### src/rtl/tdm_demux_pkg.sv
// Shared types and constants for the TDM demultiplexer: frame-tracking states,
// default geometry and the slot-counter width helper.
package tdm_pkg;

  localparam int NCH_DEF = 4;
  localparam int W_DEF   = 8;

  typedef enum logic {
    HUNT   = 1'b0,
    LOCKED = 1'b1
  } state_e;

  function automatic int slot_bits(input int nch);
    return (nch > 1) ? $clog2(nch) : 1;
  endfunction

endpackage

### src/rtl/tdm_demux_if.sv
// TDM link word stream in, per-channel registers and status strobes out.
interface tdm_demux_if import tdm_pkg::*; #(
  parameter int NCH = NCH_DEF,
  parameter int W   = W_DEF
);

  logic [W-1:0]     din;
  logic             din_valid;
  logic             frame_sync;
  logic [NCH*W-1:0] ch_data;
  logic [NCH-1:0]   ch_valid;
  logic             frame_done;
  logic             locked;
  logic             sync_err;

  modport master (
    output din, din_valid, frame_sync,
    input  ch_data, ch_valid, frame_done, locked, sync_err
  );

  modport slave (
    input  din, din_valid, frame_sync,
    output ch_data, ch_valid, frame_done, locked, sync_err
  );

endinterface

### src/rtl/tdm_demux_slot_reg.sv
// One channel output register: loads a word when selected and raises a
// single-cycle valid strobe in the cycle the new word becomes visible.
module demux_slot_reg import tdm_pkg::*; #(
  parameter int W = W_DEF
) (
  input  logic         clk,
  input  logic         rst_n,
  input  logic         load,
  input  logic [W-1:0] d,
  output logic [W-1:0] q,
  output logic         valid
);

  logic [W-1:0] data_q, data_d;
  logic         valid_q, valid_d;

  always_comb begin
    data_d  = load ? d : data_q;
    valid_d = load;
  end

  always_ff @(posedge clk or negedge rst_n) begin
    if (!rst_n) begin
      data_q  <= '0;
      valid_q <= 1'b0;
    end else begin
      data_q  <= data_d;
      valid_q <= valid_d;
    end
  end

  assign q     = data_q;
  assign valid = valid_q;

endmodule

### src/rtl/tdm_demux.sv
// Receive side of a TDM link: hunts for frame sync, tracks the slot index and
// steers each accepted word into its channel register, flagging framing errors.
module tdm_demux import tdm_pkg::*; #(
  parameter int NCH = NCH_DEF,
  parameter int W   = W_DEF
) (
  input  logic        clk,
  input  logic        rst_n,
  tdm_demux_if.slave  bus
);

  localparam int            SB   = slot_bits(NCH);
  localparam logic [SB-1:0] LAST = SB'(NCH - 1);
  localparam logic [SB-1:0] ONE  = SB'(1);

  state_e           state_q, state_d;
  logic [SB-1:0]    cnt_q, cnt_d;
  logic             frame_done_q, frame_done_d;
  logic             sync_err_q, sync_err_d;
  logic             locked_q, locked_d;
  logic             load_en;
  logic [SB-1:0]    load_slot;
  logic [NCH*W-1:0] ch_data;
  logic [NCH-1:0]   ch_valid;

  // A sync word always restarts the frame at slot 0, even mid-frame; only a
  // missing sync at a frame boundary drops lock.
  always_comb begin
    state_d      = state_q;
    cnt_d        = cnt_q;
    frame_done_d = 1'b0;
    sync_err_d   = 1'b0;
    load_en      = 1'b0;
    load_slot    = cnt_q;

    if (bus.din_valid) begin
      if (bus.frame_sync) begin
        load_en    = 1'b1;
        load_slot  = '0;
        cnt_d      = ONE;
        state_d    = LOCKED;
        sync_err_d = (state_q == LOCKED) && (cnt_q != '0);
      end else if (state_q == LOCKED) begin
        if (cnt_q == '0) begin
          sync_err_d = 1'b1;
          state_d    = HUNT;
        end else begin
          load_en = 1'b1;
          if (cnt_q == LAST) begin
            frame_done_d = 1'b1;
            cnt_d        = '0;
          end else begin
            cnt_d = cnt_q + ONE;
          end
        end
      end
    end

    locked_d = (state_d == LOCKED);
  end

  always_ff @(posedge clk or negedge rst_n) begin
    if (!rst_n) begin
      state_q      <= HUNT;
      cnt_q        <= '0;
      frame_done_q <= 1'b0;
      sync_err_q   <= 1'b0;
      locked_q     <= 1'b0;
    end else begin
      state_q      <= state_d;
      cnt_q        <= cnt_d;
      frame_done_q <= frame_done_d;
      sync_err_q   <= sync_err_d;
      locked_q     <= locked_d;
    end
  end

  for (genvar k = 0; k < NCH; k++) begin : g_slot
    demux_slot_reg #(.W(W)) u_slot (
      .clk   (clk),
      .rst_n (rst_n),
      .load  (load_en && (load_slot == SB'(k))),
      .d     (bus.din),
      .q     (ch_data[k*W +: W]),
      .valid (ch_valid[k])
    );
  end

  assign bus.ch_data    = ch_data;
  assign bus.ch_valid   = ch_valid;
  assign bus.frame_done = frame_done_q;
  assign bus.sync_err   = sync_err_q;
  assign bus.locked     = locked_q;

endmodule

### src/flat_wrapper.sv
// flat-port wrapper written by rule: the top's interface ports become plain ports
module tdm_demux_flat import tdm_pkg::*;
#(
  parameter int NCH = NCH_DEF,
  parameter int W   = W_DEF
)
  (clk, rst_n, bus_din, bus_din_valid, bus_frame_sync, bus_ch_data, bus_ch_valid, bus_frame_done, bus_locked, bus_sync_err);
  tdm_demux_if #(.NCH(NCH), .W(W)) bus_i ();
  input  logic clk;
  input  logic rst_n;
  input wire logic [$bits(bus_i.din)-1:0] bus_din;
  input wire logic [$bits(bus_i.din_valid)-1:0] bus_din_valid;
  input wire logic [$bits(bus_i.frame_sync)-1:0] bus_frame_sync;
  output wire logic [$bits(bus_i.ch_data)-1:0] bus_ch_data;
  output wire logic [$bits(bus_i.ch_valid)-1:0] bus_ch_valid;
  output wire logic [$bits(bus_i.frame_done)-1:0] bus_frame_done;
  output wire logic [$bits(bus_i.locked)-1:0] bus_locked;
  output wire logic [$bits(bus_i.sync_err)-1:0] bus_sync_err;
  assign bus_i.din = bus_din;
  assign bus_i.din_valid = bus_din_valid;
  assign bus_i.frame_sync = bus_frame_sync;
  assign bus_ch_data = bus_i.ch_data;
  assign bus_ch_valid = bus_i.ch_valid;
  assign bus_frame_done = bus_i.frame_done;
  assign bus_locked = bus_i.locked;
  assign bus_sync_err = bus_i.sync_err;
  tdm_demux #(.NCH(NCH), .W(W)) u_core (.clk(clk), .rst_n(rst_n), .bus(bus_i));
endmodule
### config.mk
export PLATFORM = sky130hd
export DESIGN_NAME = tdm_demux_flat
export DESIGN_NICKNAME = d
export VERILOG_FILES = /design/src/rtl/tdm_demux_pkg.sv /design/src/rtl/tdm_demux_if.sv /design/src/rtl/tdm_demux_slot_reg.sv /design/src/rtl/tdm_demux.sv /design/src/flat_wrapper.sv
export SDC_FILE = /design/constraint.sdc
export NUM_CORES = 1
export LEC_CHECK = 0
export BUFFER_PORTS_ARGS = -buffer_cell sky130_fd_sc_hd__buf_2
export CELL_PAD_IN_SITES_DETAIL_PLACEMENT = 0
export CELL_PAD_IN_SITES_GLOBAL_PLACEMENT = 1
export CORE_MARGIN = 2
export CORE_UTILIZATION = 36
export DETAILED_ROUTE_END_ITERATION = 10
export PLACE_DENSITY = 0.66
export SLEW_MARGIN = 20
export SYNTH_ARGS = -nofsm -noshare
export SYNTH_HDL_FRONTEND = slang
export SYNTH_HIERARCHICAL = 1
export SYNTH_SLANG_ARGS = --single-unit
### constraint.sdc
create_clock -name clk -period 2.05 [get_ports clk]
set_input_delay 0.615 -clock clk [delete_from_list [all_inputs] [get_ports clk]]
set_output_delay 0.615 -clock clk [all_outputs]
set_load 0.005 [all_outputs]
==> results.tsv <==
stage	metric	value	unit
clock_network	cts_tree	yes	
clock_network	post-cts-setup-buffer-count	0	
yosys	ys_types	20	
clock_network	numCtsBuffers	5	
worst_setup_path	worst-setup-path-type	reg -> reg	
worst_setup_path	path_max_fanout	9	
routing	antenna_left	0	
power_and_ir_drop	p_total	3.07	mW
placed_design	placedCellCount	210	
worst_setup_path	endpoint	u_core/g_slot[1].u_slot/q[1]	
routing	wl	3270	µm
placed_design	placed_area	2060	µm²
clock_network	post_cts_resized	0	
clock_network	clock_latency	290	ps
placed_design	io_buffer_count	50	
run	drv_cap	0	
yosys	ys_seq_area_share	58.8	%
yosys	avgSynthCellArea	16.8	µm²
clock_network	holdBufCountCts	0	
clock_network	clkSlewWorstSetupHoldPaths	80	ps
global_route	grt_pass1_vias	1021	
timing	finalHoldViolCount	0	
power_and_ir_drop	power_density	1410	nW/µm²
final_layout	mostFrequentLayoutCell	buf_2	
yosys	yosysTopAreaCell	dfrtp_1	
floorplan	rows	25	
worst_setup_path	r2r_end	u_core/g_slot[1].u_slot/q[1]	
worst_setup_path	critPathArrivalTime	1980	ps
yosys	synthCells	104	
timing	finalMaxSlewViolations	0	
routing	post-route-drc-count	0	
yosys	synth-seq-cells	41	
final_layout	area_growth	24.8	%
yosys	synth_top_area_share	58.8	%
final_layout	fin_util	46.4	%
routing	wl_per_cell	15.0	µm
floorplan	io_pins	51	
worst_setup_path	crit-reg2reg-launch	u_core/cnt_q[1]	
global_route	overflow	0	
timing	final.min_clock_period	1800	ps
final_layout	drive_gt1_share	60.4	%
worst_setup_path	critPathCaptureType	flop	
timing	fin_setup_tns	0	ps
clock_network	cts.path.max_buffers	2	
worst_setup_path	required	2220	ps
timing	rsz0062_at_grt	no	
final_layout	layout_common_cells	buf_2, dfrtp_1, mux2_4, buf_4, clkbuf_8	
floorplan	initial_utilization	37.2	%
timing	setup_viol	0	
floorplan	die_h	73.6	µm
worst_setup_path	crit_path_start	u_core/cnt_q[1]	
power_and_ir_drop	ir_drop	0.000508	V
routing	first_pass_iters	4	
worst_hold_path	hold_class	in -> async	
timing	skew	5.06	ps
worst_setup_path	ff2ff_setup_slack	250	ps
yosys	synth.area.top_cells	dfrtp_1, mux2_4, buf_6	
final_layout	final_cells	218	
global_route	grt_pass1_wl	5200	µm
global_route	antenna_found_initial	0	
clock_network	cts.root.buffer_cell	clkbuf_8	
yosys	yosysWarningCount	6	
outcome	status	completed	
timing	worst_pin_slew	457	ps
worst_setup_path	startpoint_type	flop	
final_layout	n_antenna_cell	0	
global_route	grt_usage	12.9	%
yosys	syn_area	1740	µm²
floorplan	die_w	73.6	µm
global_route	grt_max_degree	22	
placed_design	gp_congestion	0.775	
timing	max_freq	554	MHz
clock_network	cts.sinks	41	
floorplan	die_area	5420	µm²
floorplan	core_area	4690	µm²
clock_network	htreeDepth	2	
timing	fin_crit_sh	88.0	%
worst_setup_path	rr_worst_depth	7	
power_and_ir_drop	power.leakage	1.14	nW
routing	detail_route.vias_per_cell	4.74	
final_layout	nets	177	
final_layout	fin_area	2180	µm²
timing	max-slew-margin-rel	69.5	%
routing	drt_iter0_markers	48	
yosys	syn_nets	118	
routing	via_count	1033	
placed_design	place.detailed.hpwl	2320	µm
per-stage QoR:
step	hold WS, ps	setup slack [ps]
floorplan	319	277
finish	264	246
global route	291	92.9
CTS	276	246
global placement	492	207
detailed placement	492	175
cell families after synthesis:
logic type	count (synthesis)	synth area share (%)
and+or+nand+nor	12	4.30
buffers and inverters	10	4.38
xor gates and xnor gates	1	0.502
adders and majority gates	2	1.43
muxes	32	27.5
AOI/OAI and AO/OA	6	3.01
DFF	41	58.8
worst max-delay path, stage by stage (launching register included):
cell      delay [ps]
dfrtp_1          350
inv_1             70
ha_1             250
and4bb_1         310
nand2_1           70
nor2_1            90
buf_4            230
mux2_4           320
layer usage:
metal  share of wire (%)  global-route usage [%]
met1                  46                    17.7
met2                  47                    19.3
met3                 5.6                    3.84
met4                 1.3                    4.24
met5                   0                       0
registers in the layout, summed over array words and instances (netlist names):
signal / count
u_core/g_slot.u_slot/q: 32
u_core/cnt_q: 2
u_core/g_slot.u_slot/valid: 4
u_core/bus.sync_err: 1
u_core/bus.frame_done: 1
u_core/bus.locked: 1
power breakdown:
part	total, mW	internal (mW)	switching [mW]	leakage (nW)
Clock	0.659	0.397	0.262	0.0585
Sequential	1.29	1.12	0.172	0.513
Combinational	1.12	0.715	0.405	0.574
Total	3.07	2.23	0.840	1.14
synthesized netlist by cell type, drive strengths merged:
cell type and n:
dfrtp 41, a2bb2oi 1, o21a 1, nand2 3, and4bb 1, nor2 3, o31ai 1, buf 5
o22ai 1, xnor2 1, nand3b 1, nor3b 1, nor3 1, clkbuf 1, inv 4, a22o 2
ha 2, and3 1, nand2b 1, mux2 32
final cells by class:
type / instances / area (µm²)
Clock inverter: 1 / 30.0
Sequential cell: 41 / 1030
Timing Repair Buffer: 58 / 310
Clock buffer: 7 / 86.3
Multi-Input combinational cell: 53 / 642
Fill cell: 415 / 2510
Inverter: 4 / 15.0
Tap cell: 54 / 67.6
worst min-delay path by stage:
| stage | start | endpoint | slack, ps |
|---|---|---|---|
| 4_1_cts | rst_n | u_core/g_slot[1].u_slot/q[0] | 280 |
| 3_5_place_dp | u_core/g_slot[2].u_slot/q[7] | u_core/g_slot[2].u_slot/q[7] | 490 |
| 6_report | rst_n | u_core/g_slot[1].u_slot/q[0] | 260 |
| 3_3_place_gp | u_core/g_slot[1].u_slot/q[5] | u_core/g_slot[1].u_slot/q[5] | 490 |
| 2_1_floorplan | rst_n | u_core/bus.frame_done | 320 |
| 5_1_grt | rst_n | u_core/g_slot[1].u_slot/q[0] | 290 |
No activity file was read; power rests on OpenSTA's default activity.
